[src/rtl/instr_encoder.sv]
// RV32I instruction encoder (R-ALU, I-ALU, LOAD, STORE, BRANCH) with a small output FIFO and word-address counter.
// Optional macro ILLEGAL_CHECK_EN: consume illegal kinds, drop them and raise sticky err_illegal.
module instr_encoder #(
    parameter int ADDR_W     = 8,
    parameter int FIFO_DEPTH = 2
) (
    input  logic              clk,
    input  logic              rst_n,
    input  logic              addr_clr,
    input  logic              in_valid,
    output logic              in_ready,
    input  logic [2:0]        in_kind,
    input  logic [2:0]        in_funct3,
    input  logic [6:0]        in_funct7,
    input  logic [4:0]        in_rd,
    input  logic [4:0]        in_rs1,
    input  logic [4:0]        in_rs2,
    input  logic [11:0]       in_imm,
    output logic              out_valid,
    input  logic              out_ready,
    output logic [31:0]       out_instr,
    output logic [ADDR_W-1:0] out_addr,
    output logic              err_illegal
);

    localparam int CNT_W = $clog2(FIFO_DEPTH + 1);
    typedef logic [CNT_W-1:0] cnt_t;
    localparam cnt_t CNT_ZERO  = cnt_t'(0);
    localparam cnt_t CNT_ONE   = cnt_t'(1);
    localparam cnt_t CNT_DEPTH = cnt_t'(FIFO_DEPTH);

    // Field packing for each supported class; anything else becomes the canonical NOP.
    function automatic logic [31:0] encode(
        input logic [2:0]  kind,
        input logic [2:0]  f3,
        input logic [6:0]  f7,
        input logic [4:0]  rd,
        input logic [4:0]  rs1,
        input logic [4:0]  rs2,
        input logic [11:0] b
    );
        logic [31:0] w;
        case (kind)
            3'd0:    w = {f7, rs2, rs1, f3, rd, 7'b0110011};
            3'd1:    w = {b[11:0], rs1, f3, rd, 7'b0010011};
            3'd2:    w = {b[11:0], rs1, f3, rd, 7'b0000011};
            3'd3:    w = {b[11:5], rs2, rs1, f3, b[4:0], 7'b0100011};
            3'd4:    w = {b[11], b[9:4], rs2, rs1, f3, b[3:0], b[10], 7'b1100011};
            default: w = 32'h0000_0013;
        endcase
        return w;
    endfunction

    logic [31:0]       r_mem [FIFO_DEPTH];
    cnt_t              r_count;
    logic              r_out_valid;
    logic              r_in_ready;
    logic [ADDR_W-1:0] r_addr;
    logic              r_err;

    logic [31:0]       w_mem_nxt [FIFO_DEPTH];
    logic [31:0]       w_word;
    cnt_t              w_count_nxt;
    cnt_t              w_wr_idx;
    logic [ADDR_W-1:0] w_addr_nxt;
    logic              w_legal;
    logic              w_accept;
    logic              w_push;
    logic              w_pop;
    logic              w_err_nxt;

    // Handshake decode, next FIFO contents (head always in slot 0), count and address.
    always_comb begin
        w_word = encode(in_kind, in_funct3, in_funct7, in_rd, in_rs1, in_rs2, in_imm);
`ifdef ILLEGAL_CHECK_EN
        w_legal = (in_kind <= 3'd4);
`else
        w_legal = 1'b1;
`endif
        w_accept = in_valid & r_in_ready & ~addr_clr;
        w_push   = w_accept & w_legal;
        w_pop    = r_out_valid & out_ready & ~addr_clr;
        w_wr_idx = w_pop ? (r_count - CNT_ONE) : r_count;

        for (int i = 0; i < FIFO_DEPTH; i++) begin
            w_mem_nxt[i] = r_mem[i];
        end
        if (w_pop) begin
            for (int i = 0; i < FIFO_DEPTH - 1; i++) begin
                w_mem_nxt[i] = r_mem[i + 1];
            end
            w_mem_nxt[FIFO_DEPTH - 1] = 32'h0000_0000;
        end else begin
            w_mem_nxt[0] = w_mem_nxt[0];
        end
        for (int i = 0; i < FIFO_DEPTH; i++) begin
            if (w_push && (w_wr_idx == cnt_t'(i))) begin
                w_mem_nxt[i] = w_word;
            end else begin
                w_mem_nxt[i] = w_mem_nxt[i];
            end
        end

        if (addr_clr) begin
            w_count_nxt = CNT_ZERO;
            w_addr_nxt  = {ADDR_W{1'b0}};
            for (int i = 0; i < FIFO_DEPTH; i++) begin
                w_mem_nxt[i] = 32'h0000_0000;
            end
        end else begin
            if (w_push && !w_pop) begin
                w_count_nxt = r_count + CNT_ONE;
            end else if (!w_push && w_pop) begin
                w_count_nxt = r_count - CNT_ONE;
            end else begin
                w_count_nxt = r_count;
            end
            w_addr_nxt = w_pop ? (r_addr + ADDR_W'(1)) : r_addr;
        end

        // Illegal tuples only count as consumed when addr_clr is not dropping them.
        w_err_nxt = r_err | (w_accept & ~w_legal);
    end

    // State and registered outputs.
    always_ff @(posedge clk or negedge rst_n) begin
        if (!rst_n) begin
            for (int i = 0; i < FIFO_DEPTH; i++) begin
                r_mem[i] <= 32'h0000_0000;
            end
            r_count     <= CNT_ZERO;
            r_out_valid <= 1'b0;
            r_in_ready  <= 1'b1;
            r_addr      <= {ADDR_W{1'b0}};
            r_err       <= 1'b0;
        end else begin
            for (int i = 0; i < FIFO_DEPTH; i++) begin
                r_mem[i] <= w_mem_nxt[i];
            end
            r_count     <= w_count_nxt;
            r_out_valid <= (w_count_nxt != CNT_ZERO);
            r_in_ready  <= (w_count_nxt < CNT_DEPTH);
            r_addr      <= w_addr_nxt;
            r_err       <= w_err_nxt;
        end
    end

    assign out_instr = r_mem[0];
    assign out_valid = r_out_valid;
    assign in_ready  = r_in_ready;
    assign out_addr  = r_addr;
`ifdef ILLEGAL_CHECK_EN
    assign err_illegal = r_err;
`else
    assign err_illegal = 1'b0;
`endif

endmodule

[config.mk]
export PLATFORM = sky130hd
export DESIGN_NAME = instr_encoder
export DESIGN_NICKNAME = d
export VERILOG_FILES = /design/src/rtl/instr_encoder.sv
export SDC_FILE = /design/constraint.sdc
export NUM_CORES = 1
export LEC_CHECK = 0
export CAP_MARGIN = 20
export CORE_UTILIZATION = 55
export DETAILED_ROUTE_END_ITERATION = 10
export GPL_TIMING_DRIVEN = 0
export PLACE_DENSITY_LB_ADDON = 0.3
export SKIP_CTS_REPAIR_TIMING = 1
export SLEW_MARGIN = 20
export SYNTH_ARGS = -nofsm -noshare
export SYNTH_HDL_FRONTEND = slang
export SYNTH_SLANG_ARGS = --single-unit
[constraint.sdc]
create_clock -name clk -period 3.41 [get_ports clk]
set_input_delay 0.682 -clock clk [delete_from_list [all_inputs] [get_ports clk]]
set_output_delay 0.682 -clock clk [all_outputs]
set_load 0.02 [all_outputs]
==> metrics.md, run 1 <==
| Metric | Value |
|---|---|
| Status | finished clean |
| Layout cells sized above 1 | 0.186 |
| Final hold viol count | 0 |
| Wire length per cell | 15.9 µm |
| Switching portion of total power | 0.286 |
| Cell row count | 30 |
| Buffers added on ports | 82 |
| IO Pins | 88 |
| Clock power share | 0.349 |
| Non-Filler Cell Area, Final | 5110 µm² |
| Req. time, crit path | 3640 ps |
| CTS sink cnt | 70 |
| Crit-path max FO | 10 |
| Routability cong. | 0.859 |
| Total track usage | 0.272 |
| Synth top area cells | dfrtp_1, nand2_1, buf_4 |
| Worst slew margin | 0.485 |
| Clk root buf | clkbuf_8 |
| Slew @ Worst Pin | 772 ps |
| Initial antenna violation count | 0 |
| ANT cells | 0 |
| Met3 Resource Use GR | 0.0510 |
| DRC Markers | 0 |
| Global-route met1 utilization | 0.373 |
| Post-synth EDFFs | 0 |
| Post-synthesis cell area | 3890 µm² |
| TritonCTS clock tree | built |
| Hold/Removal Path Class | input port to asynchronous set/reset pin |
| Unrepaired setup endpoints after global routing | false |
| Crit share post-route | 0.716 |
| Max Freq | 410 MHz |
| Max rail drop VDD | 266 µV |
| Top FF cell, synth | dfrtp_1 |
| CTS Buf Count | 9 |
| Largest net degree at the start of global routing | 46 |
| Leakage | 2.27 nW |
| FFs w/ async S/R, synth | 1.00 |
| Final net count | 542 |
| DR iter-0 viols | 217 |
| Sequential cell area fraction in the yosys report | 0.450 |
| Drt via density | 5.78 |
| Ys Warns | 0 |
| Final setup vio count | 0 |
| Post-synthesis cell count | 400 |
| Synth cell types | 48 |
| CP endpoint kind | flop |
| Slew Viols, Final | 0 |
| Vias | 3,448 |
| GRT overflow | 0 |
| First-pass GRT wire length | 15,600 µm |
| Max-cap violations | 0 |
| H-tree Lvls | 3 |
| Post-DP HPWL | 6760 µm |
| Reg power frac | 0.393 |
| DRT antenna net count | 0 |
| Core Box Area | 6830 µm² |
| Mean Syn Cell Area | 9.73 µm² |
| Area after DPL | 4860 µm² |
| First drt pass iteration count | 4 |
| Skew-Pair Late Insertion Delay | 340 ps |
| Area growth, synth to finish | 31.4% |
| Worst EP arrival | 2670 ps |
| PD cells | 469 nW/µm² |
| Power Internal | 1.71 mW |
| Combinational fraction of design power | 0.258 |
| Clock-pin slew on the worst setup and hold paths | 70 ps |
| Total power | 2.40 mW |
| M2 GR Usage | 0.442 |
| Yosys top cell by area | dfrtp_1 |
| Deepest clock path buffer count | 2 |
| Crit path kind | input port to flop |
| Clk_skew | 6.31 ps |
| Synth Register Bits | 70 |
| GR peak layer | met2 |
| Top cell type's share of synthesized area | 0.444 |
| CP Launch Type | input port |
| Starting Density | 0.570 |
| Die W | 86.1 µm |
| DIE AREA | 7410 µm² |
| Die H | 86.1 µm |
| Min Tclk post-route | 2440 ps |
| Sw Pwr | 0.688 mW |
| Number of global-route vias before repair | 3,234 |
| DRT Wirelength | 9520 µm |
| Synth top cells by count | dfrtp_1, nand2_1, buf_4, mux2i_1, nand3_1 |
## cell families after synthesis
group / count (synthesis) / synth area share
AOI/OAI and AO/OA: 111 / 0.215
xor gates and xnor gates: 9 / 0.0203
adders and majority gates: 1 / 0.00321
buffers and inverters: 63 / 0.101
DFF: 70 / 0.450
muxes: 22 / 0.0579
other: 1 / 0.000964
and+or+nand+nor: 123 / 0.150
## per-layer routing
metal	share of wire	wire length, µm	vias up
li1	-	-	1601
met1	0.43	4140	1675
met2	0.48	4580	154
met3	0.068	652	18
met4	0.015	143	0
met5	0	0	-
## final timing paths
kind | startpoint | endpoint | slack [ps] | cells past startpoint
worst min register to register | r_mem[4] | r_mem[4] | 480 | 2
worst min-delay path | rst_n | out_addr[6] | 240 | 1
max in group asynchronous | rst_n | in_ready | 2580 | 2
min in group clk | r_mem[4] | r_mem[4] | 480 | 2
worst max-delay path | in_kind[2] | r_mem[12] | 970 | 5
worst max register to register | in_ready | out_instr[15] | 1400 | 6
## power groups by stage
| stage | Clock (mW) | Sequential [mW] | Combinational (mW) |
|---|---|---|---|
| 2_1_floorplan | 0 | 0.953 | 0.373 |
| 3_3_place_gp | 0 | 0.955 | 0.598 |
| 3_5_place_dp | 0 | 0.957 | 0.613 |
| 4_1_cts | 0.839 | 0.942 | 0.618 |
| 5_1_grt | 0.877 | 0.950 | 0.669 |
| 6_report | 0.838 | 0.943 | 0.620 |
## final cells by class
cell class,instances,area [µm²]
flip-flops and latches,70,1750
multi-input cells,269,1750
fillers,508,1720
repair buffers,83,838
plain buffers,62,390
clock buffers,11,151
well taps,96,120
clock inverters,5,105
inverters,1,3.75
## cell usage in the layout, fill, tap and decap left out, drive strengths merged, types with 2 or more instances in the layout
cell type and n:
nor3 2, nor2 12, a31o 8, xnor2 2, nand3 17, dfrtp 69
clkinvlp 2, nand2b 2, bufinv 3, buf 51, a21oi 13, nand2 69
xor2 7, clkdlybuf4s50 81, and3 5, o21a 16, a32oi 5, clkbuf 24
nand4 4, a31oi 15, o21ai 21, conb 3, and4b 4, a211oi 2
mux2i 21, o31ai 8, a311oi 2, a22o 11, a32o 8
## through the flow
| stage | std cells | setup TNS, ps | utilization | setup slack (ps) | hold slack, ps |
|---|---|---|---|---|---|
| after CTS | 597 | 0 | 0.749 | 1020 | 255 |
| after global routing | 597 | 0 | 0.749 | 874 | 263 |
| final | 597 | 0 | 0.749 | 970 | 244 |
| after detailed placement | 581 | 0 | 0.711 | 678 | 467 |
| after floorplan | 402 | 0 | - | 1560 | 386 |
| after global placement | 580 | -43740 | 0.708 | -638 | 460 |
## critical path, stage by stage
cell and delay [ps]:
clkdlybuf4s50_1 520, clkbuf_1 330, clkbuf_1 450, nand2_1 340, a32o_1 340
## state kept, by name (all words and copies together), names as in the netlist
name	flops
out_addr	8
r_mem	29
r_count	2
out_instr	29
in_ready	1
out_valid	1
Power figures use the tool's default switching activity.
==> run 2, diff against run 1 <==
--- a/config.mk
+++ b/config.mk
@@ -6,7 +6,7 @@
 export NUM_CORES = 1
 export LEC_CHECK = 0
 export CAP_MARGIN = 20
-export CORE_UTILIZATION = 55
+export CORE_UTILIZATION = 46
 export DETAILED_ROUTE_END_ITERATION = 10
 export GPL_TIMING_DRIVEN = 0
 export PLACE_DENSITY_LB_ADDON = 0.3
==> constraint.sdc (replaced) <==
create_clock -name clk -period 2.1 [get_ports clk]
set_input_delay 0.42 -clock clk [delete_from_list [all_inputs] [get_ports clk]]
set_output_delay 0.42 -clock clk [all_outputs]
set_load 0.02 [all_outputs]
==> metrics.md, run 2 (same netlist as run 1, synthesis figures left out) <==
| Metric | Value |
|---|---|
| PD cells | 756 nW/µm² (+61%) |
| Worst EP arrival | 2290 ps (-380 ps) |
| Post-DP HPWL | 6920 µm (+2.4%) |
| Initial antenna violation count | 0 (unchanged) |
| Buffers added on ports | 82 (unchanged) |
| CTS sink cnt | 70 (unchanged) |
| Final design utilization | 0.625 (-0.124) |
| ANT cells | 0 (unchanged) |
| Crit share post-route | 0.953 |
| Commonest non-fill, non-tap cell in the layout | clkdlybuf4s50_1 |
| Status | finished clean |
| Hold/Removal Path Class | flop to flop |
| Drt via density | 5.63 (-2.6%) |
| Slew @ Worst Pin | 760 ps (-11.8 ps) |
| Leakage | 2.28 nW (+0.72%) |
| Worst slew margin | 0.493 (+0.00787) |
| IO Pins | 88 (unchanged) |
| Starting Density | 0.474 (-0.0960) |
| CP Launch Type | input port |
| DRC Markers | 0 (unchanged) |
| DRT Wirelength | 9760 µm (+2.5%) |
| Deepest clock path buffer count | 2 (unchanged) |
| Most frequent cells in the layout | clkdlybuf4s50_1, nand2_1, dfrtp_1 |
| Die H | 94.0 µm (+9.1%) |
| Max rail drop VDD | 377 µV (+42%) |
| FF/Latch Area | 1750 µm² (unchanged) |
| Hold Path Origin | r_mem[30] |
| Number of global-route vias before repair | 3,309 (+2.3%) |
| Skew-Pair Late Insertion Delay | 350 ps (about the same) |
| Crit path kind | input port to flop |
| Critical Path Max Stage Delay | 520 ps (about the same) |
| Cell row count | 33 (+10%) |
| Clock-pin slew on the worst setup and hold paths | 70 ps (about the same) |
| CP endpoint kind | flop |
| DRT antenna net count | 0 (unchanged) |
| Die W | 94.0 µm (+9.1%) |
| CTS Buf Count | 9 (unchanged) |
| Total track usage | 0.238 (-0.0338) |
| Final net count | 542 (unchanged) |
| Max Freq | 500 MHz |
| Finished Layout Cells | 606 (+1.5%) |
| Final hold viol count | 0 (unchanged) |
| Req. time, crit path | 2390 ps (-1250 ps) |
| Final setup margin | 99.7 ps (-870 ps) |
| Slew Viols, Final | 0 (unchanged) |
| Slowest cell on crit path | clkdlybuf4s50_1 |
| First drt pass iteration count | 5 (+1) |
| TritonCTS clock tree | built |
| Area growth, synth to finish | 31.9% |
| Final setup vio count | 0 (unchanged) |
| H-tree Lvls | 3 (unchanged) |
| GRT overflow | 0 (unchanged) |
| Internal reg-to-reg setup slack | 200 ps (-1200 ps) |
| Placed insts | 590 (+1.5%) |
| Clk_skew | 6.92 ps (+0.617 ps) |
| DR iter-0 viols | 178 (-18%) |
| Post-place setup slack | -386 ps (-1060 ps) |
| Crit-path max FO | 10 (unchanged) |
| DIE AREA | 8830 µm² (+19%) |
| Min Tclk post-route | 2000 ps |
| Routability cong. | 0.926 (+7.7%) |
| Vias | 3,409 (-1.1%) |
| Unrepaired setup endpoints after global routing | false |
| Fillers | 717 (+41%) |
| Largest net degree at the start of global routing | 47 (+2.2%) |
| Wire length per cell | 16.1 µm (+1.0%) |
| Max-cap violations | 0 (unchanged) |
| Core Box Area | 8220 µm² (+20%) |
| Layout cells sized above 1 | 0.190 (+0.00399) |
| First-pass GRT wire length | 16,200 µm (+3.7%) |
| Crit-path cells | clkdlybuf4s50_1 -> nor4bb_1 -> nand3_1 -> clkbuf_1 -> a31oi_1 -> o21a_1 |
| Area of the multi-input gates | 1750 µm² (unchanged) |
| Clk root buf | clkbuf_8 |
| Worst R2R Start | in_ready |
| Worst Setup SP | in_valid |
-- run 2: changes by cell type in the layout (fill, tap and decap cells not counted), moves of 2 or more --
cell	previous run	this run
clkbuf_2	0	2
clkinvlp_4	2	0
clkinv_2	0	2
clkbuf_1	13	10
-- run 2: worst paths after layout --
kind / depth (start not counted) / to
worst max register to register: 5 / out_instr[24]
worst min-delay path: 2 / r_mem[30]
worst max-delay path: 6 / out_instr[24]
worst min register to register: 2 / r_mem[30]
min in group asynchronous: 2 / out_addr[6]
max in group asynchronous: 3 / in_ready
-- run 2: power by group --
part	internal (mW)	switching (mW)	leakage, nW
Clock	0.819	0.523	0.126
Sequential	1.45	0.0806	0.959
Combinational	0.479	0.530	1.20
-- run 2: cell type report --
cell class,count,area share
timing repair buffer,84,0.167
tap,105,0.0256
clock inverter,6,0.0212
inverter,1,0.000731
multi-input combinational,269,0.341
clock buffer,10,0.0268
buffer,61,0.0763
sequential,70,0.341
-- run 2: critical path: cells and delay by family --
kind | cells | cell delay (ps)
and+or+nand+nor | 2 | 650
buffers and inverters | 2 | 850
AOI/OAI and AO/OA | 2 | 370
-- run 2: through the flow --
stage / hold slack [ps] / cell area [µm²] / setup TNS [ps] / total power, mW
2_1_floorplan: 124 / 3900 / 0 / 2.15
3_3_place_gp: 460 / 4850 / -129230 / 2.53
3_5_place_dp: 351 / 4880 / -12610 / 2.56
4_1_cts: -24.7 / 5120 / -144 / 3.89
5_1_grt: 504 / 5130 / 0 / 4.04
6_report: 484 / 5130 / 0 / 3.88
-- run 2: routing by layer --
metal / vias to the layer above / routed length [µm] / track usage
met5: - / 0 / 0
met2: 138 / 4650 / 0.384
li1: 1606 / - / -
met1: 1654 / 4360 / 0.320
met4: 0 / 160 / 0.0795
met3: 11 / 588 / 0.0469
